**config.mk**
```make
export PLATFORM = sky130hd
export DESIGN_NAME = ps2_direction_decoder
export DESIGN_NICKNAME = d
export VERILOG_FILES = /design/src/rtl/ps2_direction_decoder.sv
export SDC_FILE = /design/constraint.sdc
export NUM_CORES = 1
export LEC_CHECK = 0
export ABC_AREA = 1
export CAP_MARGIN = 20
export CORE_MARGIN = 1
export CORE_UTILIZATION = 38
export CTS_CLUSTER_DIAMETER = 40
export DETAILED_ROUTE_END_ITERATION = 8
export SYNTH_ARGS = -nofsm -noshare
export SYNTH_HDL_FRONTEND = slang
export SYNTH_SLANG_ARGS = --single-unit
```
**constraint.sdc**
```tcl
create_clock -name clk -period 2.15 [get_ports clk]
set_clock_uncertainty 0.05 [all_clocks]
set_input_delay 0.5375 -clock clk [delete_from_list [all_inputs] [get_ports clk]]
set_output_delay 0.5375 -clock clk [all_outputs]
set_load 0.005 [all_outputs]
```
**src/rtl/ps2_direction_decoder.sv**
```systemverilog
// rtl/ps2_direction_decoder.sv - PS/2 receiver and make/break decoder driving plane direction and boom controls
module ps2_direction_decoder #(
  parameter int FILTER_LEN     = 8,
  parameter int TIMEOUT_CYCLES = 50000
) (
  input  logic       clk,
  input  logic       rst_n,
  input  logic       ps2_clk,
  input  logic       ps2_data,
  output logic [3:0] direction,
  output logic       boom,
  output logic [7:0] code,
  output logic       code_valid,
  output logic       frame_err
);

  localparam int FW = $clog2(FILTER_LEN) + 1;
  localparam int TW = $clog2(TIMEOUT_CYCLES) + 1;
  localparam logic [FW-1:0] FILT_LAST = FW'(FILTER_LEN - 1);
  localparam logic [TW-1:0] TMO       = TW'(TIMEOUT_CYCLES);

  typedef enum logic [1:0] {IDLE, DATA, PARITY, STOP} state_t;

  logic [1:0]    clk_sync, data_sync;
  logic          filt_lvl;
  logic [FW-1:0] fcnt;
  logic          strobe, bit_smp;
  state_t        state, state_next;
  logic [2:0]    bit_cnt;
  logic [7:0]    shreg;
  logic          par_bit;
  logic [TW-1:0] tcnt;
  logic          timeout, done, good;
  logic          ext, brk, space;
  logic [3:0]    held, last;
  logic [3:0]    key_dir;
  logic          key_space;

  // two-flop synchronizers; idle-high lines reset to 1
  always_ff @(posedge clk or negedge rst_n) begin
    if (!rst_n) begin
      clk_sync  <= 2'b11;
      data_sync <= 2'b11;
    end else begin
      clk_sync  <= {clk_sync[0], ps2_clk};
      data_sync <= {data_sync[0], ps2_data};
    end
  end

  // glitch filter: level flips after FILTER_LEN consecutive differing samples;
  // the falling flip produces a one-cycle strobe carrying the data sample
  always_ff @(posedge clk or negedge rst_n) begin
    if (!rst_n) begin
      filt_lvl <= 1'b1;
      fcnt     <= '0;
      strobe   <= 1'b0;
      bit_smp  <= 1'b1;
    end else begin
      strobe  <= filt_lvl && !clk_sync[1] && (fcnt == FILT_LAST);
      bit_smp <= data_sync[1];
      if (clk_sync[1] == filt_lvl) begin
        fcnt <= '0;
      end else if (fcnt == FILT_LAST) begin
        filt_lvl <= clk_sync[1];
        fcnt     <= '0;
      end else begin
        fcnt <= fcnt + 1'b1;
      end
    end
  end

  assign timeout = (tcnt >= TMO);
  assign done    = (state == STOP) && strobe;
  assign good    = bit_smp && (^{par_bit, shreg});

  // receiver state register
  always_ff @(posedge clk or negedge rst_n) begin
    if (!rst_n) state <= IDLE;
    else        state <= state_next;
  end

  // receiver next-state logic, with the frame timeout overriding to IDLE
  always_comb begin
    state_next = state;
    case (state)
      IDLE:    if (strobe && !bit_smp) state_next = DATA;
      DATA:    if (strobe && bit_cnt == 3'd7) state_next = PARITY;
      PARITY:  if (strobe) state_next = STOP;
      STOP:    if (strobe) state_next = IDLE;
      default: state_next = IDLE;
    endcase
    if (state != IDLE && !strobe && timeout) state_next = IDLE;
  end

  // receiver datapath, frame result pulses and inter-strobe timeout counter
  always_ff @(posedge clk or negedge rst_n) begin
    if (!rst_n) begin
      bit_cnt    <= '0;
      shreg      <= '0;
      par_bit    <= 1'b0;
      tcnt       <= '0;
      code       <= '0;
      code_valid <= 1'b0;
      frame_err  <= 1'b0;
    end else begin
      code_valid <= done && good;
      frame_err  <= done && !good;
      if (done && good) code <= shreg;
      if (state == IDLE || strobe) tcnt <= '0;
      else if (!timeout)           tcnt <= tcnt + 1'b1;
      if (strobe) begin
        case (state)
          IDLE:   bit_cnt <= '0;
          DATA: begin
            shreg   <= {bit_smp, shreg[7:1]};
            bit_cnt <= bit_cnt + 1'b1;
          end
          PARITY: par_bit <= bit_smp;
          default: ;
        endcase
      end
    end
  end

  // scancode to key map, qualified by the extended prefix
  always_comb begin
    key_dir   = 4'b0000;
    key_space = 1'b0;
    if (ext) begin
      case (code)
        8'h75:   key_dir = 4'b0001;
        8'h72:   key_dir = 4'b0010;
        8'h6B:   key_dir = 4'b0100;
        8'h74:   key_dir = 4'b1000;
        default: ;
      endcase
    end else begin
      case (code)
        8'h1D:   key_dir = 4'b0001;
        8'h1B:   key_dir = 4'b0010;
        8'h1C:   key_dir = 4'b0100;
        8'h23:   key_dir = 4'b1000;
        8'h29:   key_space = 1'b1;
        default: ;
      endcase
    end
  end

  // prefix tracking and held-key bookkeeping, one cycle after code_valid
  always_ff @(posedge clk or negedge rst_n) begin
    if (!rst_n) begin
      ext   <= 1'b0;
      brk   <= 1'b0;
      held  <= '0;
      last  <= '0;
      space <= 1'b0;
    end else if (code_valid) begin
      if (code == 8'hE0) begin
        ext <= 1'b1;
      end else if (code == 8'hF0) begin
        brk <= 1'b1;
      end else begin
        ext <= 1'b0;
        brk <= 1'b0;
        if (brk) begin
          held <= held & ~key_dir;
          if (key_space) space <= 1'b0;
        end else begin
          held <= held | key_dir;
          if (key_dir != 4'b0000) last <= key_dir;
          if (key_space) space <= 1'b1;
        end
      end
    end
  end

  // most recent held key wins, else fixed priority up > down > left > right
  always_comb begin
    direction = 4'b0000;
    if ((last & held) != 4'b0000) direction = last;
    else if (held[0])             direction = 4'b0001;
    else if (held[1])             direction = 4'b0010;
    else if (held[2])             direction = 4'b0100;
    else if (held[3])             direction = 4'b1000;
  end

  assign boom = space;

endmodule

```
==> metrics <==
PortBufs 18; NetSw about 880 uW; Int Pwr approximately 1.9 mW; worst vdd ir between 300 and 400 uV; Worst EP required about 1.6 ns; power share of the combinational group 0.194; end of the worst register-to-register path state[0]; first-pass GRT wire length ~13000 microns; Yosys warning total 0; crit path kind flip-flop to output port; vias between 3000 and 4000; row cnt 35; Antenna Cells 0; Final #Nets a little over 500; Syn Area/Cell about 7.9 sq um; dpl cells roughly 610; clock sinks 63; Die ar. 9960 sq um; failing checks setup timing; Top Family by Delay on Critical Path flip-flops; Hold Path Class primary input to asynchronous set/reset pin; H-Tree Level Count 3; Buf/Inv on CP 3; Period minus WS final around 2.2 ns; Hold WS about 0.03 ns; Yosys reg bits between 60 and 70; Final HPWL DP roughly 5300 microns; final non-filler cell area about 4200 sq um; synth-to-layout area growth 15.9%; Die H about 100 microns; Via density ~4.9; clock tree from TritonCTS built; TritonRoute pass-1 iters 5; crit share post-route 1.01; Max stage delay cell, worst path dfrtp_1; Static Leak roughly 2.0 nW; slowest stage delay, CP 0.39 ns; layout cells sized above 1 0.194; crit-path cells nand2_2, o21ai_2, a221oi_2, buf_4, buf_6, o21a_1, buf_2; Power, Total between 2 and 3 mW; Slew HR 0.709; number of distinct library cells after synthesis 41; area of the mapped netlist 3630 sq um; fin worst setup slack -0.0123 ns; Clock power frac 0.327; Core ar. 9240 sq um; number of global-route vias before repair 2910; non-filler cells, final about 630; status finished, violations left; pin count of the biggest net entering global routing 53; worst reg2reg startpoint state[0]; P per Cell Area roughly 660 nW/um^2; Max Slew Vio Count 0; Hold Vio Cnt, Final 0; CP Max Fanout 4; Placed Instance Area between 4000 and 5000 sq um; # IOs 19; # setup viols final 1; GR Overflow Total 0; Reg2Reg Depth 8; Synthesized Nets approximately 480; drt total wl slightly above 7000 microns; internal reg-to-reg setup slack approximately 0.45 ns; Achievable Freq 0.462 GHz; Root Driver clkbuf_8; CP arrival between 1.5 and 2 ns; wire length per cell between 10 and 15 microns; Place WS -0.0569 ns; chip width around 100 microns; initial antenna violation count 0; RSZ-0062 raised after global routing true; Clock transition at path regs ~0.080 ns; Initial Util 0.393; Flop pwr share 0.479; Slew @ Worst Pin ~0.44 ns; Fin Setup TNS -0.0123 ns; drt initial violations between 100 and 150; Max Buffers Root-to-Sink 2; total CTS buffers 9; crit end category output port; Max Cap Violations 0; Residual DRC 0; Overall Global Routing Usage 0.161; Critical Path Source Type flip-flop; GP Congestion just under 0.9; register area share after synthesis 0.436; post-synthesis cell count between 400 and 500; Worst-Skew Late Latency roughly 0.34 ns; Final Util 0.456; post-route ant nets 0; Switching Share 0.313
## synthesized netlist by cell type
cell type,number,area share
inv_2,12,0.012
nor2_2,7,0.012
ha_1,10,0.034
nand3_2,3,0.0083
a31oi_1,1,0.0017
nor3_1,10,0.014
nand4_1,20,0.034
nand3b_1,1,0.0021
nand4_4,1,0.0059
a21oi_2,3,0.0072
nand3_1,36,0.050
clkbuf_1,2,0.0021
nor3_4,1,0.0045
o21ai_2,7,0.017
a221oi_2,1,0.0041
nor2_4,2,0.0062
clkinv_1,1,0.0010
o21ai_1,2,0.0028
nand2_2,7,0.012
a21oi_1,6,0.0083
o21ai_0,22,0.030
o31ai_1,2,0.0041
nor3_2,4,0.011
or2_2,1,0.0017
xnor2_1,1,0.0024
and2_1,1,0.0017
nor4_4,1,0.0059
xor2_1,5,0.012
buf_6,3,0.0093
nor3b_1,2,0.0041
o22ai_1,1,0.0017
dfrtp_1,57,0.39
nand2_1,135,0.14
and3_1,1,0.0017
nand2_4,3,0.0093
inv_1,48,0.050
o21a_1,1,0.0021
dfstp_2,6,0.043
buf_2,1,0.0014
nand2b_1,1,0.0017
nor2_1,34,0.035
## flip-flops by register name, summed over array words and instances (netlist names), 2 cells and up, named ones only
name / flops
clk_sync: 2
last: 4
code: 8
tcnt: 17
fcnt: 4
data_sync: 2
state: 2
shreg: 8
bit_cnt: 3
## worst register-to-register path: cells and delay by family, from the launching register on
family | cells | cell delay (ns)
DFF | 1 | 0.40
adders and majority gates | 1 | 0.23
buffers and inverters | 1 | 0.08
and+or+nand+nor | 6 | 0.83
## power by group through the flow
stage	combinational, mW	sequential (mW)	clock [mW]
after floorplan	0.422	1.35	0
final	0.542	1.34	0.916
after global placement	0.536	1.36	0
after detailed placement	0.549	1.37	0
after CTS	0.555	1.34	0.958
after global routing	0.632	1.35	1.00
## cells by family (layout without fill, tap and decap cells)
family | after synthesis | in the layout | share of synthesized area
buffers and inverters | 67 | 109 | 0.0757
adder cells (fa/ha/maj) | 10 | 10 | 0.0344
flip-flops | 63 | 63 | 0.436
AO/OA/AOI/OAI | 46 | 46 | 0.0792
XOR/XNOR | 6 | 6 | 0.0145
AND/OR/NAND/NOR | 271 | 271 | 0.360
## routing by layer
metal	track usage	vias up	part of all wire
li1	-	1579	-
met3	0.0237	13	0.035
met4	0.0713	0	0.019
met1	0.215	1437	0.48
met5	0	-	0
met2	0.260	65	0.47
## cell usage in the layout, fill, tap and decap left out, types with 2 or more instances in the layout
cell type	netlist	routed
nand2_2	7	8
clkinv_2	0	2
clkdlybuf4s50_1	0	13
inv_2	12	14
buf_4	0	12
dfrtp_1	57	57
o31ai_1	2	2
nand2_4	3	3
o21ai_2	7	8
nand3_1	36	36
nor2_1	34	34
nor2_2	7	7
nor3b_1	2	2
xor2_1	5	5
o21ai_1	2	2
nor3_2	4	4
nor3_1	10	10
a21oi_2	3	3
clkinvlp_4	0	2
ha_1	10	10
buf_2	1	5
nand4_1	20	20
dfstp_2	6	6
clkbuf_8	0	10
nor2_4	2	2
inv_1	48	46
o21ai_0	22	21
nand2_1	135	134
nand3_2	3	3
a21oi_1	6	6
## worst max-delay path by stage
stage / from / to / cells past startpoint
floorplan: flip-flop / direction[1] / 5
global placement: flip-flop / direction[0] / 6
detailed placement: flip-flop / direction[0] / 6
CTS: flip-flop / direction[1] / 7
global route: last[0] / direction[0] / 7
finish: last[0] / direction[0] / 7
## final cells by class
type / instances / area (sq um)
Clock buffer: 11 / 141
Fill cell: 923 / 5030
Tap cell: 129 / 161
Clock inverter: 5 / 33.8
Timing Repair Buffer: 32 / 277
Inverter: 61 / 229
Sequential cell: 63 / 1580
Multi-Input combinational cell: 333 / 1790
## what timing repair did
item                                    4_1_cts  5_1_grt
gates resized for setup                      21        2
setup buffers                                 4        2
hold buffers                                  0        0
pin swaps                                     2        2
endpoints found under the setup margin        4        4
Note: power is estimated with default switching activity, not from simulation.
